**src/rtl/rf_op_sequencer_pkg.sv**
```systemverilog
// Shared types for the register-file operation sequencer: opcodes and FSM states.
package rf_seq_pkg;
  typedef enum logic [2:0] {
    OP_LOADI = 3'b000,
    OP_ADD   = 3'b001,
    OP_SUB   = 3'b010,
    OP_AND   = 3'b011,
    OP_OR    = 3'b100,
    OP_XOR   = 3'b101,
    OP_MOV   = 3'b110,
    OP_ILL   = 3'b111
  } op_e;

  typedef enum logic [1:0] {
    S_IDLE  = 2'd0,
    S_READ  = 2'd1,
    S_EXEC  = 2'd2,
    S_WRITE = 2'd3
  } state_e;
endpackage

```
**src/rtl/rf_op_sequencer_if.sv**
```systemverilog
// Command handshake between an issuer (master) and the sequencer (slave).
interface rf_op_sequencer_if #(parameter int N = 4, parameter int W = 8);
  logic         cmd_valid;
  logic         cmd_ready;
  logic [2:0]   cmd_op;
  logic [N-1:0] cmd_rd;
  logic [N-1:0] cmd_rs1;
  logic [N-1:0] cmd_rs2;
  logic [W-1:0] cmd_imm;

  modport master (output cmd_valid, cmd_op, cmd_rd, cmd_rs1, cmd_rs2, cmd_imm,
                  input  cmd_ready);
  modport slave  (input  cmd_valid, cmd_op, cmd_rd, cmd_rs1, cmd_rs2, cmd_imm,
                  output cmd_ready);
endinterface

```
**src/rtl/rf_op_sequencer_alu.sv**
```systemverilog
// Combinational ALU; evaluates in W+1 bits so ADD carry and SUB borrow fall out of the top bit.
module rf_alu
  import rf_seq_pkg::*;
#(
  parameter int W = 8
) (
  input  op_e          op,
  input  logic [W-1:0] a,
  input  logic [W-1:0] b,
  input  logic [W-1:0] imm,
  output logic [W-1:0] res,
  output logic         carry,
  output logic         illegal
);
  logic [W:0] wide;

  always_comb begin
    wide    = '0;
    illegal = 1'b0;
    case (op)
      OP_LOADI: wide = {1'b0, imm};
      OP_ADD:   wide = {1'b0, a} + {1'b0, b};
      OP_SUB:   wide = {1'b0, a} - {1'b0, b};
      OP_AND:   wide = {1'b0, a & b};
      OP_OR:    wide = {1'b0, a | b};
      OP_XOR:   wide = {1'b0, a ^ b};
      OP_MOV:   wide = {1'b0, a};
      default:  illegal = 1'b1;
    endcase
  end

  assign res   = wide[W-1:0];
  // bit W of the subtraction is set exactly when a < b (unsigned borrow)
  assign carry = ((op == OP_ADD) || (op == OP_SUB)) && wide[W];
endmodule

```
**src/rtl/rf_op_sequencer.sv**
```systemverilog
// Four-state IDLE/READ/EXEC/WRITE sequencer driving a 2R1W register file.
module rf_op_sequencer
  import rf_seq_pkg::*;
#(
  parameter int N = 4,
  parameter int W = 8
) (
  input  logic                clk,
  input  logic                rst,
  rf_op_sequencer_if.slave    cif,
  output logic                rf_we,
  output logic [N-1:0]        rf_addr_rd,
  output logic [N-1:0]        rf_addr_rs1,
  output logic [N-1:0]        rf_addr_rs2,
  output logic [W-1:0]        rf_data_in,
  input  logic [W-1:0]        rf_rs1,
  input  logic [W-1:0]        rf_rs2,
  output logic [W-1:0]        result,
  output logic                flag_zero,
  output logic                flag_carry,
  output logic                done,
  output logic                err
);
  typedef struct packed {
    op_e          op;
    logic [W-1:0] imm;
  } cmd_t;

  state_e       state;
  cmd_t         cmd;
  logic [W-1:0] opa, opb;
  logic [W-1:0] alu_res;
  logic         alu_carry, alu_ill;

  assign cif.cmd_ready = (state == S_IDLE);

  rf_alu #(.W(W)) u_alu (
    .op      (cmd.op),
    .a       (opa),
    .b       (opb),
    .imm     (cmd.imm),
    .res     (alu_res),
    .carry   (alu_carry),
    .illegal (alu_ill)
  );

  always_ff @(posedge clk) begin
    if (rst) begin
      state       <= S_IDLE;
      cmd         <= '0;
      opa         <= '0;
      opb         <= '0;
      result      <= '0;
      flag_zero   <= 1'b0;
      flag_carry  <= 1'b0;
      rf_addr_rd  <= '0;
      rf_addr_rs1 <= '0;
      rf_addr_rs2 <= '0;
      rf_data_in  <= '0;
      rf_we       <= 1'b0;
      done        <= 1'b0;
      err         <= 1'b0;
    end else begin
      rf_we <= 1'b0;
      done  <= 1'b0;
      err   <= 1'b0;
      case (state)
        S_IDLE: if (cif.cmd_valid) begin
          cmd.op      <= op_e'(cif.cmd_op);
          cmd.imm     <= cif.cmd_imm;
          rf_addr_rd  <= cif.cmd_rd;
          rf_addr_rs1 <= cif.cmd_rs1;
          rf_addr_rs2 <= cif.cmd_rs2;
          state       <= S_READ;
        end
        S_READ: begin
          opa   <= rf_rs1;
          opb   <= rf_rs2;
          state <= S_EXEC;
        end
        S_EXEC: begin
          // write data tracks result, so an illegal op leaves both untouched
          if (!alu_ill) begin
            result     <= alu_res;
            rf_data_in <= alu_res;
            flag_zero  <= (alu_res == '0);
            flag_carry <= alu_carry;
          end
          rf_we <= !alu_ill;
          done  <= 1'b1;
          err   <= alu_ill;
          state <= S_WRITE;
        end
        S_WRITE: state <= S_IDLE;
        default: state <= S_IDLE;
      endcase
    end
  end
endmodule

```
**src/flat_wrapper.sv**
```systemverilog
// flat-port wrapper written by rule: the top's interface ports become plain ports
module rf_op_sequencer_flat import rf_seq_pkg::*;
#(
  parameter int N = 4,
  parameter int W = 8
)
  (clk, rst, rf_we, rf_addr_rd, rf_addr_rs1, rf_addr_rs2, rf_data_in, rf_rs1, rf_rs2, result, flag_zero, flag_carry, done, err, cif_cmd_valid, cif_cmd_op, cif_cmd_rd, cif_cmd_rs1, cif_cmd_rs2, cif_cmd_imm, cif_cmd_ready);
  rf_op_sequencer_if #(.N(N), .W(W)) cif_i ();
  input  logic clk;
  input  logic rst;
  output logic rf_we;
  output logic [N-1:0] rf_addr_rd;
  output logic [N-1:0] rf_addr_rs1;
  output logic [N-1:0] rf_addr_rs2;
  output logic [W-1:0] rf_data_in;
  input  logic [W-1:0] rf_rs1;
  input  logic [W-1:0] rf_rs2;
  output logic [W-1:0] result;
  output logic flag_zero;
  output logic flag_carry;
  output logic done;
  output logic err;
  input wire logic [$bits(cif_i.cmd_valid)-1:0] cif_cmd_valid;
  input wire logic [$bits(cif_i.cmd_op)-1:0] cif_cmd_op;
  input wire logic [$bits(cif_i.cmd_rd)-1:0] cif_cmd_rd;
  input wire logic [$bits(cif_i.cmd_rs1)-1:0] cif_cmd_rs1;
  input wire logic [$bits(cif_i.cmd_rs2)-1:0] cif_cmd_rs2;
  input wire logic [$bits(cif_i.cmd_imm)-1:0] cif_cmd_imm;
  output wire logic [$bits(cif_i.cmd_ready)-1:0] cif_cmd_ready;
  assign cif_i.cmd_valid = cif_cmd_valid;
  assign cif_i.cmd_op = cif_cmd_op;
  assign cif_i.cmd_rd = cif_cmd_rd;
  assign cif_i.cmd_rs1 = cif_cmd_rs1;
  assign cif_i.cmd_rs2 = cif_cmd_rs2;
  assign cif_i.cmd_imm = cif_cmd_imm;
  assign cif_cmd_ready = cif_i.cmd_ready;
  rf_op_sequencer #(.N(N), .W(W)) u_core (.clk(clk), .rst(rst), .cif(cif_i), .rf_we(rf_we), .rf_addr_rd(rf_addr_rd), .rf_addr_rs1(rf_addr_rs1), .rf_addr_rs2(rf_addr_rs2), .rf_data_in(rf_data_in), .rf_rs1(rf_rs1), .rf_rs2(rf_rs2), .result(result), .flag_zero(flag_zero), .flag_carry(flag_carry), .done(done), .err(err));
endmodule
```
**config.mk**
```make
export PLATFORM = sky130hd
export DESIGN_NAME = rf_op_sequencer_flat
export DESIGN_NICKNAME = d
export VERILOG_FILES = /design/src/rtl/rf_op_sequencer_pkg.sv /design/src/rtl/rf_op_sequencer_if.sv /design/src/rtl/rf_op_sequencer_alu.sv /design/src/rtl/rf_op_sequencer.sv /design/src/flat_wrapper.sv
export SDC_FILE = /design/constraint.sdc
export NUM_CORES = 1
export LEC_CHECK = 0
export ABC_CLOCK_PERIOD_IN_PS = 5100
export BUFFER_PORTS_ARGS = -buffer_cell sky130_fd_sc_hd__clkbuf_2
export CAP_MARGIN = 5
export CORE_AREA = 10 10 88 90
export CTS_BUF_LIST = sky130_fd_sc_hd__clkbuf_4
export DETAILED_ROUTE_END_ITERATION = 10
export DIE_AREA = 0 0 98 100
export PLACE_DENSITY = 0.85
export REMOVE_ABC_BUFFERS = 1
export SYNTH_ARGS = -nofsm -noshare
export SYNTH_HDL_FRONTEND = slang
export SYNTH_SLANG_ARGS = --single-unit
```
**constraint.sdc**
```tcl
create_clock -name clk -period 5.1 [get_ports clk]
set_input_delay 1.275 -clock clk [delete_from_list [all_inputs] [get_ports clk]]
set_output_delay 1.275 -clock clk [all_outputs]
set_load 0.01 [all_outputs]
```
# After elaboration in Yosys (flattened, before gate mapping)
# Cells that the tools add are included.
dict set report op_classes {
  n_addsub 2
  n_eq_ne 10
  n_mux 5
  n_bitwise 4
  n_reduce_logical 9
}
# operator n
set op_table {}
lappend op_table {{9-bit case mux with 7 select lines} 1}
lappend op_table {{8-bit by 8-bit adder with 9-bit output} 1}
lappend op_table {{3-bit equality test, second input constant} 3}
lappend op_table {{8-bit by 8-bit subtractor with 9-bit output} 1}
lappend op_table {{8-bit AND} 1}
lappend op_table {{8-bit zero test} 1}
lappend op_table {{8-bit OR} 1}
lappend op_table {{2-bit case mux with 4 select lines} 1}
lappend op_table {{8-bit bitwise XOR} 1}
lappend op_table {{7-bit OR reduction} 1}
lappend op_table {{3-bit by 2-bit equality test with 1-bit output, second input constant} 2}
lappend op_table {{2-bit equality test, second input constant} 2}
lappend op_table {{2-bit AND reduction} 2}
lappend op_table {{3-bit by 1-bit equality test with 1-bit output, second input constant} 1}
lappend op_table {{3-bit zero test} 1}
lappend op_table {{2-bit by 1-bit equality test with 1-bit output, second input constant} 1}
lappend op_table {{2-bit zero test} 1}
lappend op_table {{1-bit two-way mux} 2}
lappend op_table {{2-bit two-way mux} 1}
lappend op_table {{2-bit != test, second input constant} 1}
lappend op_table {{2-bit OR reduction} 1}
lappend op_table {{1-bit logical AND} 1}
lappend op_table {{1-bit logical OR} 1}
lappend op_table {{1-bit inverter} 1}
dict set report totals {
  register_bits 54
  out_inout_bits 34
  word_cells 44
}

# Longest topological paths before layout
# Gate-level depths: netlist of the first run.
dict set report depth {
  word_depth 3
  ltp_mapped 13
  ltp_nobuf 12
}

# Modules after synthesis
# A second synthesis of the first run with hierarchy kept.
dict set report hier_totals {
  hier_cells 406
  area_unflattened_um2 3433.3
}
# mod instances cells_per_inst area_per_inst_um2 seq_area_each_um2
set modules_own_cells {}
lappend modules_own_cells {rf_op_sequencer 1 231 2132.0 1081.0}
lappend modules_own_cells {rf_alu 1 175 1301.2 0.0}

# Worst setup path after synthesis of the first run
# OpenSTA, ideal clock, no wires.
dict set report synth_path {
  path_type {register -> register}
  startpoint {register u_core.cmd[9] (netlist name)}
  endpoint {register u_core.flag_zero}
  setup_ns 0.087
  arrival_ns 2.540
  path_slack_ns 2.473
  stages_incl_launch_ff 12
  n_path_buf 1
  period_less_slack_ns 2.627
  path_cell_list {dfxtp_1 buf_2 inv_2 nor3_1 a21oi_1 xnor2_1 ha_1 or4_1 o22ai_1 mux2i_1 nand2_1 o31ai_1}
}
dict set report synth_between {
  elab_chain_len 3
  word_cells_on_any_way 11
  classes_between {eq/ne: 6; mux: 1; reduce/logical: 4}
}
# item line
set synth_lines {}
lappend synth_lines {{3-bit equality test, or another cell as far along} rf_op_sequencer_alu.sv:20} ;# case (op)
lappend synth_lines {{9-bit case mux with 7 select lines / 7-bit OR reduction (equally long branches)} n/a}
lappend synth_lines {{8-bit zero test / 2-bit AND reduction (equally long branches)} n/a}
lappend synth_lines {{end signal, assigned} rf_op_sequencer.sv:86} ;# flag_zero <= (alu_res == '0);
lappend synth_lines {{end, declared} rf_op_sequencer.sv:19} ;# output logic flag_zero,
# Parallel ways exist; a longest one is shown, timed or not.
# A chain may end at the register's enable or synchronous reset.

# Final worst setup path of the first run
dict set report layout_path {
  startpoint {register u_core.cmd[8] (netlist name)}
  endpoint {register u_core.flag_zero}
}
dict set report layout_between {
  elab_chain_len 3
  word_cells_on_any_way 11
  classes_between {eq/ne: 6; mux: 1; reduce/logical: 4}
}
# item line
set layout_lines {}
lappend layout_lines {{3-bit equality test, or another cell as far along} rf_op_sequencer_alu.sv:20}
lappend layout_lines {{9-bit case mux with 7 select lines / 7-bit OR reduction (equally long branches)} n/a}
lappend layout_lines {{8-bit zero test / 2-bit AND reduction (equally long branches)} n/a}
# Parallel ways exist; a longest one is shown, timed or not.

==> results of run 1 <==
==> metal layers <==
metal	track usage, %	share of wire, %
met5	0	0
met3	6.52	9.1
met4	6.15	2.1
met1	17.7	42
met2	27.3	47
==> synth_stat cells (2+ instances only) <==
cell type,count
o2111ai_1,2
a31oi_1,2
a21oi_1,38
mux2i_1,19
buf_1,2
a221oi_1,2
buf_4,8
or2_1,2
o31ai_1,3
nand2b_1,6
nand3_1,9
nand3b_1,3
buf_2,7
a211oi_1,5
nand2_1,64
xnor2_1,7
o21ai_0,9
nor2_1,46
a32oi_1,2
nor3_1,3
and2_1,4
clkbuf_1,12
o32a_1,2
o21ai_1,3
dfxtp_1,54
a221oi_2,2
ha_1,28
buf_6,2
a211oi_2,2
inv_1,25
o211ai_1,4
a311oi_1,4
==> through the flow <==
stage	hold slack, ns	power (mW)	utilization [%]	area, um2	std cells
finish	0.464	2.06	59.4	3640	535
global route	0.486	2.22	59.4	3640	535
CTS	0.468	2.06	59.4	3640	535
detailed placement	0.446	1.80	58.1	3560	527
global placement	0.441	1.77	58.1	3560	527
floorplan	0.430	1.47	-	3080	373
==> cell families after synthesis <==
logic type	after synthesis
simple gates	147
compound gates	90
buf+inv	57
flops	54
fa+ha+maj	29
mux	19
xor+xnor	8
==> power groups by stage <==
stage	Sequential, mW	Clock (mW)	Combinational [mW]
floorplan	0.648	0	0.827
global route	0.650	0.268	1.31
global placement	0.634	0	1.14
detailed placement	0.642	0	1.16
finish	0.633	0.248	1.18
CTS	0.632	0.253	1.17
==> worst min-delay path: stages, from the launching register on <==
cell and delay (ns):
dfxtp_1 0.34, nand2_1 0.05, a21oi_1 0.05
==> final timing paths <==
path,slack (ns),cells after the start,endpoint,from
worst max-delay path,1.76,10,u_core.flag_zero,u_core.cmd[8]
worst min-delay path,0.46,2,u_core.rf_addr_rd[0],u_core.rf_addr_rd[0]
worst max register to register,1.76,10,u_core.flag_zero,u_core.cmd[8]
worst min register to register,0.46,2,u_core.rf_addr_rd[0],u_core.rf_addr_rd[0]
==> state kept, by name, summed over array words and instances, names as in the netlist <==
signal              flops
u_core.cmd             11
u_core.opa              8
u_core.opb              8
u_core.result           8
u_core.rf_addr_rd       4
u_core.rf_addr_rs1      4
u_core.rf_addr_rs2      4
u_core.state            2
u_core.done             1
u_core.err              1
u_core.flag_carry       1
u_core.flag_zero        1
u_core.rf_we            1
==> layout make-up <==
class	count	area [um2]	share of cell area, %
tap	77	96.3	2.64
clock inverter	3	43.8	1.20
inverter	26	97.6	2.68
sequential	54	1080	29.7
timing repair buffer	77	390	10.7
clock buffer	5	37.5	1.03
multi-input combinational	293	1900	52.1
==> results.sh, run 1 <==
export IMPL_drc=0
export IMPL_cp_num_buf_inv=1
export IMPL_routed_wirelength_mm=8.15
export IMPL_yosysWarnings=0
export IMPL_start_util_pct=52.9
export IMPL_drt_iter0_markers=132
export IMPL_dominantRegCellSynth="dfxtp_1"
export IMPL_cp_start_kind="flop"
export IMPL_switching_share_pct=46.2
export IMPL_fin_crit_ns=3.34
export IMPL_fin_skew_ns=0.0107
export IMPL_num_vias=2958
export IMPL_synthAdderAreaFrac_pct=11.4
export IMPL_synth_area_per_cell_um2=8.04
export IMPL_endpoint_kind="flop"
export IMPL_crit_type="flop to flop"
export IMPL_area_delta_synth_final_pct=12.3
export IMPL_nFillCells=549
export IMPL_antenna_found_initial=0
export IMPL_tns_ns=0
export IMPL_synth_compound_area_share_pct=19.1
export IMPL_final_antenna_net_count=0
export IMPL_fmax_ghz=0.299
export IMPL_cts_tree="built"
export IMPL_vdd_drop_max_mv=0.335
export IMPL_rows=29
export IMPL_dr_pass1_iters=4
export IMPL_async_reset_ff_share_pct=0
export IMPL_dieArea_um2=9800
export IMPL_grt_pass1_wl_mm=13.5
export IMPL_synth_top_cell_by_area="dfxtp_1"
export IMPL_slew_limit_headroom_pct=34.3
export IMPL_crit_path_max_fanout=22
export IMPL_seq_area_frac_synth_pct=33.3
export IMPL_die_h_um=100
export IMPL_synth_cell_type_count=55
export IMPL_finalNetCount=528
export IMPL_status="finished clean"
export IMPL_grt_max_degree=30
export IMPL_insertion_delay_ns=0.39
export IMPL_yosys_area_share_simple_pct=19.9
export IMPL_cts_setup_buffers=0
export IMPL_yosys_area_top_type_share_pct=33.3
export IMPL_die_w_um=98
export IMPL_place_ws_ns=1.93
export IMPL_slew_viol_final=0
export IMPL_p_int_mw=1.11
export IMPL_clkSinkCount=54
export IMPL_dpl_hpwl_mm=6.35
export IMPL_synth_area_leaders="dfxtp_1, ha_1, nand2_1, a21oi_1, mux2i_1"
export IMPL_cts_hold_buf=0
export IMPL_synth_top_family_by_area="simple AND/OR/NAND/NOR gates"
export IMPL_setup_viol=0
export IMPL_gr_total_overflow=0
export IMPL_power_density_nw_per_um2=565
export IMPL_clk_path_buf_depth=2
export IMPL_syn_inst=404
export IMPL_slowest_delay_ns=0.83
export IMPL_drv_cap=0
export IMPL_pin_count=76
export IMPL_core_region_area_um2=6130
export IMPL_path_cells="inv_1 -> nand2_1 -> o21ai_0 -> fa_1 -> nand2b_1 -> a21oi_1 -> o41ai_4 -> nor3_2 -> nand3_1 -> o31ai_1"
export IMPL_synth_edf_count=0
export IMPL_tightest_slew_ns=0.985
export IMPL_power_leakage_nw=1.59
export IMPL_grt_usage_pct=16.1
export IMPL_combPwrFrac_pct=57.2
export IMPL_syn_area_um2=3250
export IMPL_cp_arrival_ns=3.65
export IMPL_cts_resized=0
export IMPL_finalCritPeriodShare_pct=65.6
export IMPL_path_clk_slew_ns=0.16
export IMPL_drive_above_1_share_pct=20.5
export IMPL_cts_root_buffer_cell="clkbuf_4"
export IMPL_synth_mux_area_share_pct=5.86
export IMPL_io_buffers=75
export IMPL_crit_slowest_cell="dfxtp_1"
export IMPL_ctsHtreeMaxLevel=2
export IMPL_power_frac_clock_pct=12.0
export IMPL_synth_xor_area_share_pct=2.16
export IMPL_holdCritPathClass="flop to flop"
export IMPL_final_cell_mix="clkbuf_2, nand2_1, dfxtp_1"
export IMPL_vias_per_cell=5.53
export IMPL_final_common_cell="clkbuf_2"
export IMPL_drt_wirelength_per_cell_um=15.2
export IMPL_grt_pass1_vias=2904
export IMPL_rsz0062_at_grt="no"
export IMPL_p_switching_mw=0.951
export IMPL_sequentialPowerShare_pct=30.7
export IMPL_hold_violations=0
export IMPL_gp_congestion=0.972
export IMPL_antenna_cells=0
export IMPL_synth_seq_cells=54
export IMPL_cts_buffers=5
export IMPL_critPathTopFamily="compound AO/OA/AOI/OAI gates"
export IMPL_fin_ws_ns=1.76
export IMPL_cp_required_ns=5.41
Note: power is estimated with default switching activity, not from simulation.
==> run 2: changes to the inputs <==
ABC_CLOCK_PERIOD_IN_PS = 2800   (was 5100)
CORE_AREA = 10 10 91 93   (was 10 10 88 90)
DIE_AREA = 0 0 101 103   (was 0 0 98 100)
PLACE_DENSITY = 0.83   (was 0.85)
clock period = 2.8 ns   (was 5.1 ns; I/O delays follow)
==> results.sh, run 2 (synthesis gave the netlist of run 1 again) <==
export IMPL_status="finished clean"
export IMPL_hold_violations=0
export IMPL_finalNetCount=541
export IMPL_largest_reg_flops=11
export IMPL_finish_utilization_pct=57.4
export IMPL_power_density_nw_per_um2=1020
export IMPL_path_clk_slew_ns=0.16
export IMPL_met3_length_um=779
export IMPL_num_vias=2955
export IMPL_area_delta_synth_final_pct=16.2
export IMPL_final_common_cell="clkbuf_2"
export IMPL_cts_root_buffer_cell="clkbuf_4"
export IMPL_slew_limit_headroom_pct=49.3
export IMPL_clk_path_buf_depth=2
export IMPL_routed_wirelength_mm=8.26
export IMPL_drive_above_1_share_pct=24.2
export IMPL_grt_usage_pct=16.0
export IMPL_fin_skew_ns=0.0120
export IMPL_die_w_um=101
export IMPL_holdCritPathClass="flop to flop"
export IMPL_slew_viol_final=0
export IMPL_regMostFlops="u_core.cmd"
export IMPL_cp_required_ns=3.12
export IMPL_grt_pass1_wl_mm=13.8
export IMPL_dpl_cell_count=542
export IMPL_dpl_hpwl_mm=6.58
export IMPL_setup_viol=0
export IMPL_finalCritPeriodShare_pct=94.5
export IMPL_clkSinkCount=54
export IMPL_fin_crit_ns=2.65
export IMPL_finalNonFillerCells=551
export IMPL_drc=0
export IMPL_antenna_cells=0
export IMPL_cp_start_kind="flop"
export IMPL_drt_wirelength_per_cell_um=15.0
export IMPL_final_antenna_net_count=0
export IMPL_gr_total_overflow=0
export IMPL_antenna_found_initial=0
export IMPL_drv_cap=0
export IMPL_nFillCells=582
export IMPL_cp_arrival_ns=2.97
export IMPL_start_util_pct=49.4
export IMPL_endpoint_kind="flop"
export IMPL_final_cell_mix="clkbuf_2, nand2_1, dfxtp_1"
export IMPL_gp_congestion=1.03
export IMPL_insertion_delay_ns=0.38
export IMPL_vias_per_cell=5.36
export IMPL_cts_buffers=5
export IMPL_met2WireLength_mm=3.87
export IMPL_dieArea_um2=10400
export IMPL_dr_pass1_iters=4
export IMPL_ctsHtreeMaxLevel=2
export IMPL_vdd_drop_max_mv=0.584
export IMPL_power_leakage_nw=1.67
export IMPL_rows=30
export IMPL_rsz0062_at_grt="no"
export IMPL_crit_path_max_fanout=5
export IMPL_multiInputGateArea_um2=1920
export IMPL_register_area_um2=1090
export IMPL_ff2ff_setup_slack_ns=0.15
export IMPL_wl_met1_mm=3.51
export IMPL_tightest_slew_ns=0.761
export IMPL_drt_iter0_markers=154
export IMPL_crit_type="flop to flop"
export IMPL_pin_count=76
export IMPL_io_buffers=75
export IMPL_die_h_um=103
export IMPL_fmax_ghz=0.378
export IMPL_core_region_area_um2=6570
export IMPL_highest_layer="met4"
export IMPL_grt_max_degree=33
export IMPL_grt_pass1_vias=2968
export IMPL_cts_tree="built"
-- run 2: critical path, stage by stage (launching register included) --
cell and delay [ns]:
dfxtp_4 0.40, inv_1 0.08, ha_1 0.23, nand4_1 0.14, nand2_1 0.09, xnor2_1 0.14
ha_1 0.39, or3b_2 0.46, a211o_1 0.31, o41ai_4 0.07, nor3_2 0.09, a211oi_2 0.21
-- run 2: what timing repair did --
| item | CTS | global route |
|---|---|---|
| endpoints found under the hold margin | 0 | 0 |
| resized for setup | 0 | 10 |
| hold buffers | 0 | 0 |
| setup endpoints to repair | 0 | 6 |
| setup buffers | 0 | 1 |
-- run 2: worst paths after layout --
check                        start  cells after the start                     to
max                  u_core.opb[0]                     11       u_core.result[6]
min          u_core.rf_addr_rs1[2]                      2  u_core.rf_addr_rs1[2]
max reg2reg          u_core.opb[0]                     11       u_core.result[6]
min reg2reg  u_core.rf_addr_rs1[2]                      2  u_core.rf_addr_rs1[2]
-- run 2: power by group --
| group | switching [mW] | leakage [nW] | total [mW] | internal [mW] |
|---|---|---|---|---|
| Sequential | 0.163 | 0.443 | 1.12 | 0.953 |
| Clock | 0.253 | 0.0456 | 0.443 | 0.190 |
| Combinational | 1.33 | 1.18 | 2.30 | 0.977 |
-- run 2: cell type report --
type | instances | share of cell area [%]
Timing Repair Buffer | 90 | 12.9
Tap cell | 80 | 2.65
Sequential cell | 54 | 28.8
Clock buffer | 5 | 0.995
Inverter | 26 | 2.59
Multi-Input combinational cell | 293 | 50.8
Clock inverter | 3 | 1.16
-- run 2: metal layers --
layer	global-route usage [%]	up-vias
met5	0	-
met4	4.93	0
met3	5.76	12
met2	25.7	99
met1	19.6	1339
li1	-	1505
-- run 2: stage by stage --
step	hold WS (ns)	setup WS, ns	power, mW	setup TNS [ns]	instance area (um2)
2_1_floorplan	0.430	-0.265	2.69	-0.687	3080
3_3_place_gp	0.442	0.120	3.34	0	3660
3_5_place_dp	0.447	0.0925	3.37	0	3660
4_1_cts	0.467	0.0697	3.83	0	3740
5_1_grt	0.482	0.00217	4.22	0	3770
6_report	0.464	0.153	3.86	0	3770
